File: src/rtl/down_counter_pkg.sv
// Shared constants for the push-button down counter.
// LED bit positions are named here so the up counter can reuse them.
package down_counter_pkg;

  localparam int LEDR_UF   = 0;
  localparam int LEDR_ZERO = 1;

  localparam int DB_MIN_CYCLES = 2;

endpackage

File: src/rtl/down_counter_button_debounce.sv
// Two-flop synchronizer, stable-sample debouncer and press detector.
// Reusable for any active-low board push-button.
module button_debounce #(
  parameter int DEBOUNCE_CYCLES = 500000
) (
  input  logic CLOCK_50,
  input  logic rst_n,
  input  logic btn_n_async,
  output logic btn_db,
  output logic press
);
  import down_counter_pkg::*;

  localparam int CW =
    (DEBOUNCE_CYCLES < DB_MIN_CYCLES)
      ? 1 : $clog2(DEBOUNCE_CYCLES);
  localparam logic [CW-1:0] LAST =
    CW'(DEBOUNCE_CYCLES - 1);

  logic          r_s1;
  logic          r_s2;
  logic          r_db;
  logic          r_db_d;
  logic [CW-1:0] r_cnt;

  always_ff @(posedge CLOCK_50) begin
    if (!rst_n) begin
      r_s1   <= 1'b1;
      r_s2   <= 1'b1;
      r_db   <= 1'b1;
      r_db_d <= 1'b1;
      r_cnt  <= '0;
    end else begin
      r_s1   <= btn_n_async;
      r_s2   <= r_s1;
      r_db_d <= r_db;
      if (r_s2 == r_db) begin
        r_cnt <= '0;
      end else if (r_cnt == LAST) begin
        r_db  <= r_s2;
        r_cnt <= '0;
      end else begin
        r_cnt <= r_cnt + CW'(1);
      end
    end
  end

  assign btn_db = r_db;
  // Falling edge of the debounced level only.
  assign press  = r_db_d & ~r_db;

endmodule

File: src/rtl/down_counter.sv
// Board-level down counter: KEY[1] decrements, SW loads a preset,
// LEDG shows the count, LEDR flags sticky underflow and zero.
module down_counter #(
  parameter int               WIDTH           = 4,
  parameter int               DEBOUNCE_CYCLES = 500000,
  parameter logic [WIDTH-1:0] RESET_VALUE     = 4'hF
) (
  input  logic             CLOCK_50,
  input  logic [1:0]       KEY,
  input  logic [WIDTH:0]   SW,
  output logic [WIDTH-1:0] LEDG,
  output logic [1:0]       LEDR
);
  import down_counter_pkg::*;

  logic             w_rst_n;
  logic             w_press;
  logic             w_btn_db;
  logic             w_dec;
  logic             w_load;
  logic [WIDTH-1:0] w_load_val;

  logic [WIDTH:0]   r_sw_s1;
  logic [WIDTH:0]   r_sw_s2;
  logic [WIDTH-1:0] r_count;
  logic             r_uf;

  assign w_rst_n = KEY[0];

  button_debounce #(
    .DEBOUNCE_CYCLES(DEBOUNCE_CYCLES)
  ) u_key1 (
    .CLOCK_50   (CLOCK_50),
    .rst_n      (w_rst_n),
    .btn_n_async(KEY[1]),
    .btn_db     (w_btn_db),
    .press      (w_press)
  );

  // A press pulse always coincides with a low debounced level.
  assign w_dec      = w_press & ~w_btn_db;
  assign w_load     = r_sw_s2[WIDTH];
  assign w_load_val = r_sw_s2[WIDTH-1:0];

  always_ff @(posedge CLOCK_50) begin
    if (!w_rst_n) begin
      r_sw_s1 <= '0;
      r_sw_s2 <= '0;
      r_count <= RESET_VALUE;
      r_uf    <= 1'b0;
    end else begin
      r_sw_s1 <= SW;
      r_sw_s2 <= r_sw_s1;
      if (w_load) begin
        r_count <= w_load_val;
      end else if (w_dec) begin
        r_count <= r_count - WIDTH'(1);
        if (r_count == '0) begin
          r_uf <= 1'b1;
        end
      end
    end
  end

  assign LEDG            = r_count;
  assign LEDR[LEDR_UF]   = r_uf;
  assign LEDR[LEDR_ZERO] = (r_count == '0);

endmodule

File: config.mk
export PLATFORM = sky130hd
export DESIGN_NAME = down_counter
export DESIGN_NICKNAME = d
export VERILOG_FILES = /design/src/rtl/down_counter_pkg.sv /design/src/rtl/down_counter_button_debounce.sv /design/src/rtl/down_counter.sv
export SDC_FILE = /design/constraint.sdc
export NUM_CORES = 1
export LEC_CHECK = 0
export ABC_AREA = 1
export CORE_ASPECT_RATIO = 1.75
export CORE_MARGIN = 8
export CORE_UTILIZATION = 45
export DETAILED_ROUTE_END_ITERATION = 16
export PLACE_DENSITY = 0.61
export SETUP_SLACK_MARGIN = 0.02
export SYNTH_ARGS = -nofsm -noshare
export SYNTH_HDL_FRONTEND = slang
export SYNTH_SLANG_ARGS = --single-unit
File: constraint.sdc
create_clock -name CLOCK_50 -period 2.3 [get_ports CLOCK_50]
set_input_delay 0.575 -clock CLOCK_50 [delete_from_list [all_inputs] [get_ports CLOCK_50]]
set_output_delay 0.575 -clock CLOCK_50 [all_outputs]
set_load 0.1 [all_outputs]
Word level (Yosys, flattened, before mapping)
Index checks and enable logic that the tools add are counted.

storage, ports and cells
  register bits = 38
  bits in latches = 0
  memory bits (writable) = 0
  ROM bits = 0
  input port bits = 8
  output and inout bits = 6
  word-level logic and storage cells = 26
  memories kept = 0

operators by class
  $add $sub $neg = 2
  multiply operators = 0
  divide/modulo/power cells = 0
  order comparisons = 0
  equal/unequal tests = 2
  shift operators = 0
  mux-type cells = 2
  bitwise operators = 6
  reduce and logical (&&, ||, !) cells = 5

operators with widths
  cell                                               number
  adder 19 x 1 -> 19 bit (second input constant)     1
  == test 19 bit (second input constant)             1
  two-way mux 4 bit                                  2
  zero test 4 bit                                    1
  NOT 1 bit                                          4
  subtractor 4 x 1 -> 4 bit (second input constant)  1
  AND reduction 3 bit                                1
  OR reduction 3 bit                                 1
  AND 1 bit                                          2
  AND reduction 2 bit                                1
  nonzero test 2 bit                                 1
  == test 1 bit                                      1

Longest topological paths before layout
  depth after elaboration = 5
  mapped depth = 9
  mapped depth without buffers = 9

Modules after synthesis
A second synthesis with hierarchy kept.

unflattened totals
  cells, all modules = 245
  area, all modules = 1712.9 µm²

by module, submodules not included
  module           instances  cells an instance  area each (µm²)  sequential area each (µm²)
  button_debounce  1          165                1122.3           460.4
  down_counter     1          80                 590.6            300.3

Worst setup path before layout
No wires, ideal clock.

  path kind = register to output
  start = reg r_count[0] (netlist: LEDG[0])
  end = out LEDR[1]
  data arrival time = 2.361 ns
  required time = 1.725 ns
  path slack = -0.636 ns
  stages on the path, launching flop included = 5
  path buffers = 0
  cell sequence = dfxtp_1 > inv_1 > ha_1 > nand2_1 > nor2_1

between the ends
  longest elaborated chain between the ends = 1

RTL lines
  item                    RTL line            text
  from (decl)             down_counter.sv:25  logic [WIDTH-1:0] r_count;
  from (signal assigned)  down_counter.sv:55  r_count <= w_load_val;
  from (signal assigned)  down_counter.sv:57  r_count <= r_count - WIDTH'(1);
  zero test 4 bit         down_counter.sv:67  assign LEDR[LEDR_ZERO] = (r_count == '0);
  to (decl)               down_counter.sv:12  output logic [1:0] LEDR

Every way passes these cells.

Final worst setup path
Ends and elaborated chain as after synthesis.

==> results.json <==
{
  "cp-startpoint": "LEDG[0]",
  "clock_power_share_pct": 36.1,
  "place_inst": 290,
  "yosysMostFrequentCell": "nand2_1",
  "worst_slew_pin_slew_ns": 0.382,
  "grt_pass1_vias": 1330,
  "yosysTopAreaCellShare_pct": 45.7,
  "clock_skew_ns": 0.00327,
  "power_density_nw_per_um2": 617,
  "ys_seq_area_share_pct": 45.7,
  "yosys-top-cells-count": "58 x nand2_1, 41 x nor2_1, 38 x dfxtp_1, 33 x inv_1, 14 x nand3_1",
  "seq_power_share_pct": 57.6,
  "fp.dieW_um": 62.0,
  "portBuffers": 13,
  "overflow": 0,
  "fmax_ghz": 0.534,
  "yosysUniqueCellTypes": 22,
  "cts_buffers": 5,
  "crit_buf_inv": 2,
  "syn_area_um2": 1660,
  "fin_crit_ns": 1.87,
  "synthToLayoutAreaGrowth_pct": 15.2,
  "hp-class": "reg2reg",
  "rsz0062_at_grt": "false",
  "path_max_fanout": 4,
  "vdd_drop_max_mv": 0.528,
  "insertedDiodeCount": 0,
  "dr_total_vias": 1373,
  "place_congestion": 0.795,
  "cp_top_family": "flip-flops",
  "crit_slowest_cell": "dfxtp_1",
  "drtIter0Drc": 44,
  "pre_cts_ws_ns": 0.462,
  "cts_num_sinks": 38,
  "setup_ws_ns": 0.427,
  "routed_wl_mm": 3.36,
  "cts_root_buffer": "clkbuf_8",
  "cp_slowest_stage_delay_ns": 0.34,
  "die_area_um2": 5970,
  "synth_seq_cells": 38,
  "n_fill_cell": 370,
  "dr.pass1.iters": 4,
  "met2_usage_pct": 24.9,
  "clockBufferDepth": 2,
  "post-cts-setup-buffers": 0,
  "fp-row-count": 29,
  "core_um2": 3590,
  "final_cells": 297,
  "cts.clk_slew.worst_paths_ns": 0.07,
  "nets": 262,
  "grt_max_degree": 19,
  "async_reset_ff_share_pct": 0,
  "swShare_pct": 23.8,
  "hp-start": "r_sw_s1[4]",
  "start_kind": "flip-flop",
  "finalHoldViolCount": 0,
  "synth_flop_cell": "dfxtp_1",
  "worstSkewPairLatency_ns": 0.29,
  "finalHoldWorstSlack_ns": 0.415,
  "synth.area.top_cells": "dfxtp_1 46%, nand2_1 13%, nor2_1 9.3%, inv_1 7.4%, nand3_1 4.2%",
  "p_leak_nw": 0.811,
  "cts_tree": "yes",
  "wl_per_cell_um": 11.3,
  "drcViolationCount": 0,
  "antenna_found_initial": 0,
  "synth_area_leader_cell": "dfxtp_1",
  "boundaryPins": 14,
  "maxCapViolations": 0,
  "use_met1_pct": 11.8,
  "tns_ns": 0,
  "grt_pass1_wl_mm": 5.73,
  "power.internal_uw": 901,
  "start_util_pct": 46.3,
  "finalSetupViolations": 0,
  "syn_avg_cell_area_um2": 7.11,
  "synth-edff-count": 0,
  "timing.rr.start": "u_key1.r_cnt[0]",
  "criticalPathCategory": "reg2out",
  "drive_gt1_share_pct": 9.96,
  "synthCells": 234,
  "grtUsageTotal_pct": 13.5,
  "cp.required_ns": 1.73,
  "crit_arrival_ns": 1.30,
  "yosysWarnings": 0,
  "status": "complete, no violations",
  "synth_fp_nets": 245,
  "slew_headroom_pct": 74.5,
  "switchingPower_uw": 282,
  "cts_resized": 0,
  "comb_power_share_pct": 6.3,
  "endpoint_kind": "primary output",
  "ctsHoldBuffers": 0,
  "drtAntennaViolNets": 0,
  "grt-busiest-layer": "met2",
  "htreeDepth": 2,
  "dieHeight_um": 96.4,
  "grtUsageMet3_pct": 3.98,
  "final.period_utilization_pct": 81.4,
  "finalMaxSlewViolations": 0,
  "critical_path.cell_chain": "inv_1 -> ha_1 -> nand2_1 -> nor2_4 -> buf_12",
  "viasPerCell": 4.62,
  "dpl.hpwl_mm": 2.64
}
layout by cell type, fill, tap and decap left out, types with 3 or more instances in the layout:
cell type / instances
dfxtp_1: 38
buf_4: 6
ha_1: 3
o21ai_0: 6
xor2_1: 5
clkdlybuf4s50_1: 7
nor2_1: 40
nand2_1: 58
a21oi_1: 10
or2_2: 5
nand3_1: 14
nor3_1: 3
nand4_1: 5
clkbuf_8: 5
inv_1: 33
kinds of logic (layout without fill, tap and decap cells):
group / Yosys count / after routing / synth area share (%)
compound gates: 17 / 17 / 5.27
xor+xnor: 7 / 7 / 3.69
flops: 38 / 38 / 45.7
simple gates: 132 / 132 / 34.0
fa+ha+maj: 3 / 3 / 2.26
buf+inv: 37 / 54 / 9.03
per-layer routing:
layer / routed length [um] / vias to the layer above
met2: 1880 / 19
li1: - / 749
met1: 1230 / 597
met4: 116 / 0
met3: 127 / 8
met5: 0 / -
metrics by stage:
step | power [mW] | util, % | cell area [um^2]
after detailed placement | 0.771 | 51.1 | 1840
after global routing | 1.24 | 53.3 | 1920
after CTS | 1.20 | 53.3 | 1920
final | 1.18 | 53.3 | 1920
after floorplan | 0.745 | - | 1670
after global placement | 0.771 | 51.1 | 1840
worst reg2reg max path, delay by kind of cell (launching register included):
family / cells / cell delay (ns)
adders and majority gates: 1 / 0.22
and+or+nand+nor: 4 / 0.67
DFF: 1 / 0.39
buffers and inverters: 3 / 0.28
final cells by class:
cell class | count | area [um^2] | share of cell area (%)
Clock inverter | 2 | 10.0 | 0.523
Inverter | 33 | 124 | 6.47
Multi-Input combinational cell | 159 | 759 | 39.6
Tap cell | 46 | 57.6 | 3.00
Timing Repair Buffer | 14 | 135 | 7.05
Clock buffer | 5 | 68.8 | 3.59
Sequential cell | 38 | 761 | 39.7
sequential cells by signal (all words and copies together) (netlist names):
signal         cells
u_key1.r_s1        1
r_sw_s1            5
LEDG               4
u_key1.btn_db      1
u_key1.r_s2        1
u_key1.r_db_d      1
u_key1.r_cnt      19
r_uf               1
r_sw_s2            5
power by group through the flow:
stage	Combinational, mW	Sequential [mW]	Clock (mW)
6_report	0.0739	0.681	0.428
5_1_grt	0.0802	0.683	0.477
4_1_cts	0.0749	0.681	0.446
3_5_place_dp	0.0745	0.696	0
3_3_place_gp	0.0742	0.696	0
2_1_floorplan	0.0257	0.719	0
worst paths after layout:
kind	endpoint	slack (ns)	depth (start not counted)
setup / recovery	LEDR[1]	0.43	5
hold / removal	r_sw_s2[4]	0.42	2
setup reg to reg	u_key1.r_cnt[15]	0.64	8
hold reg to reg	r_sw_s2[4]	0.42	2
(Power assumes the default switching activity.)
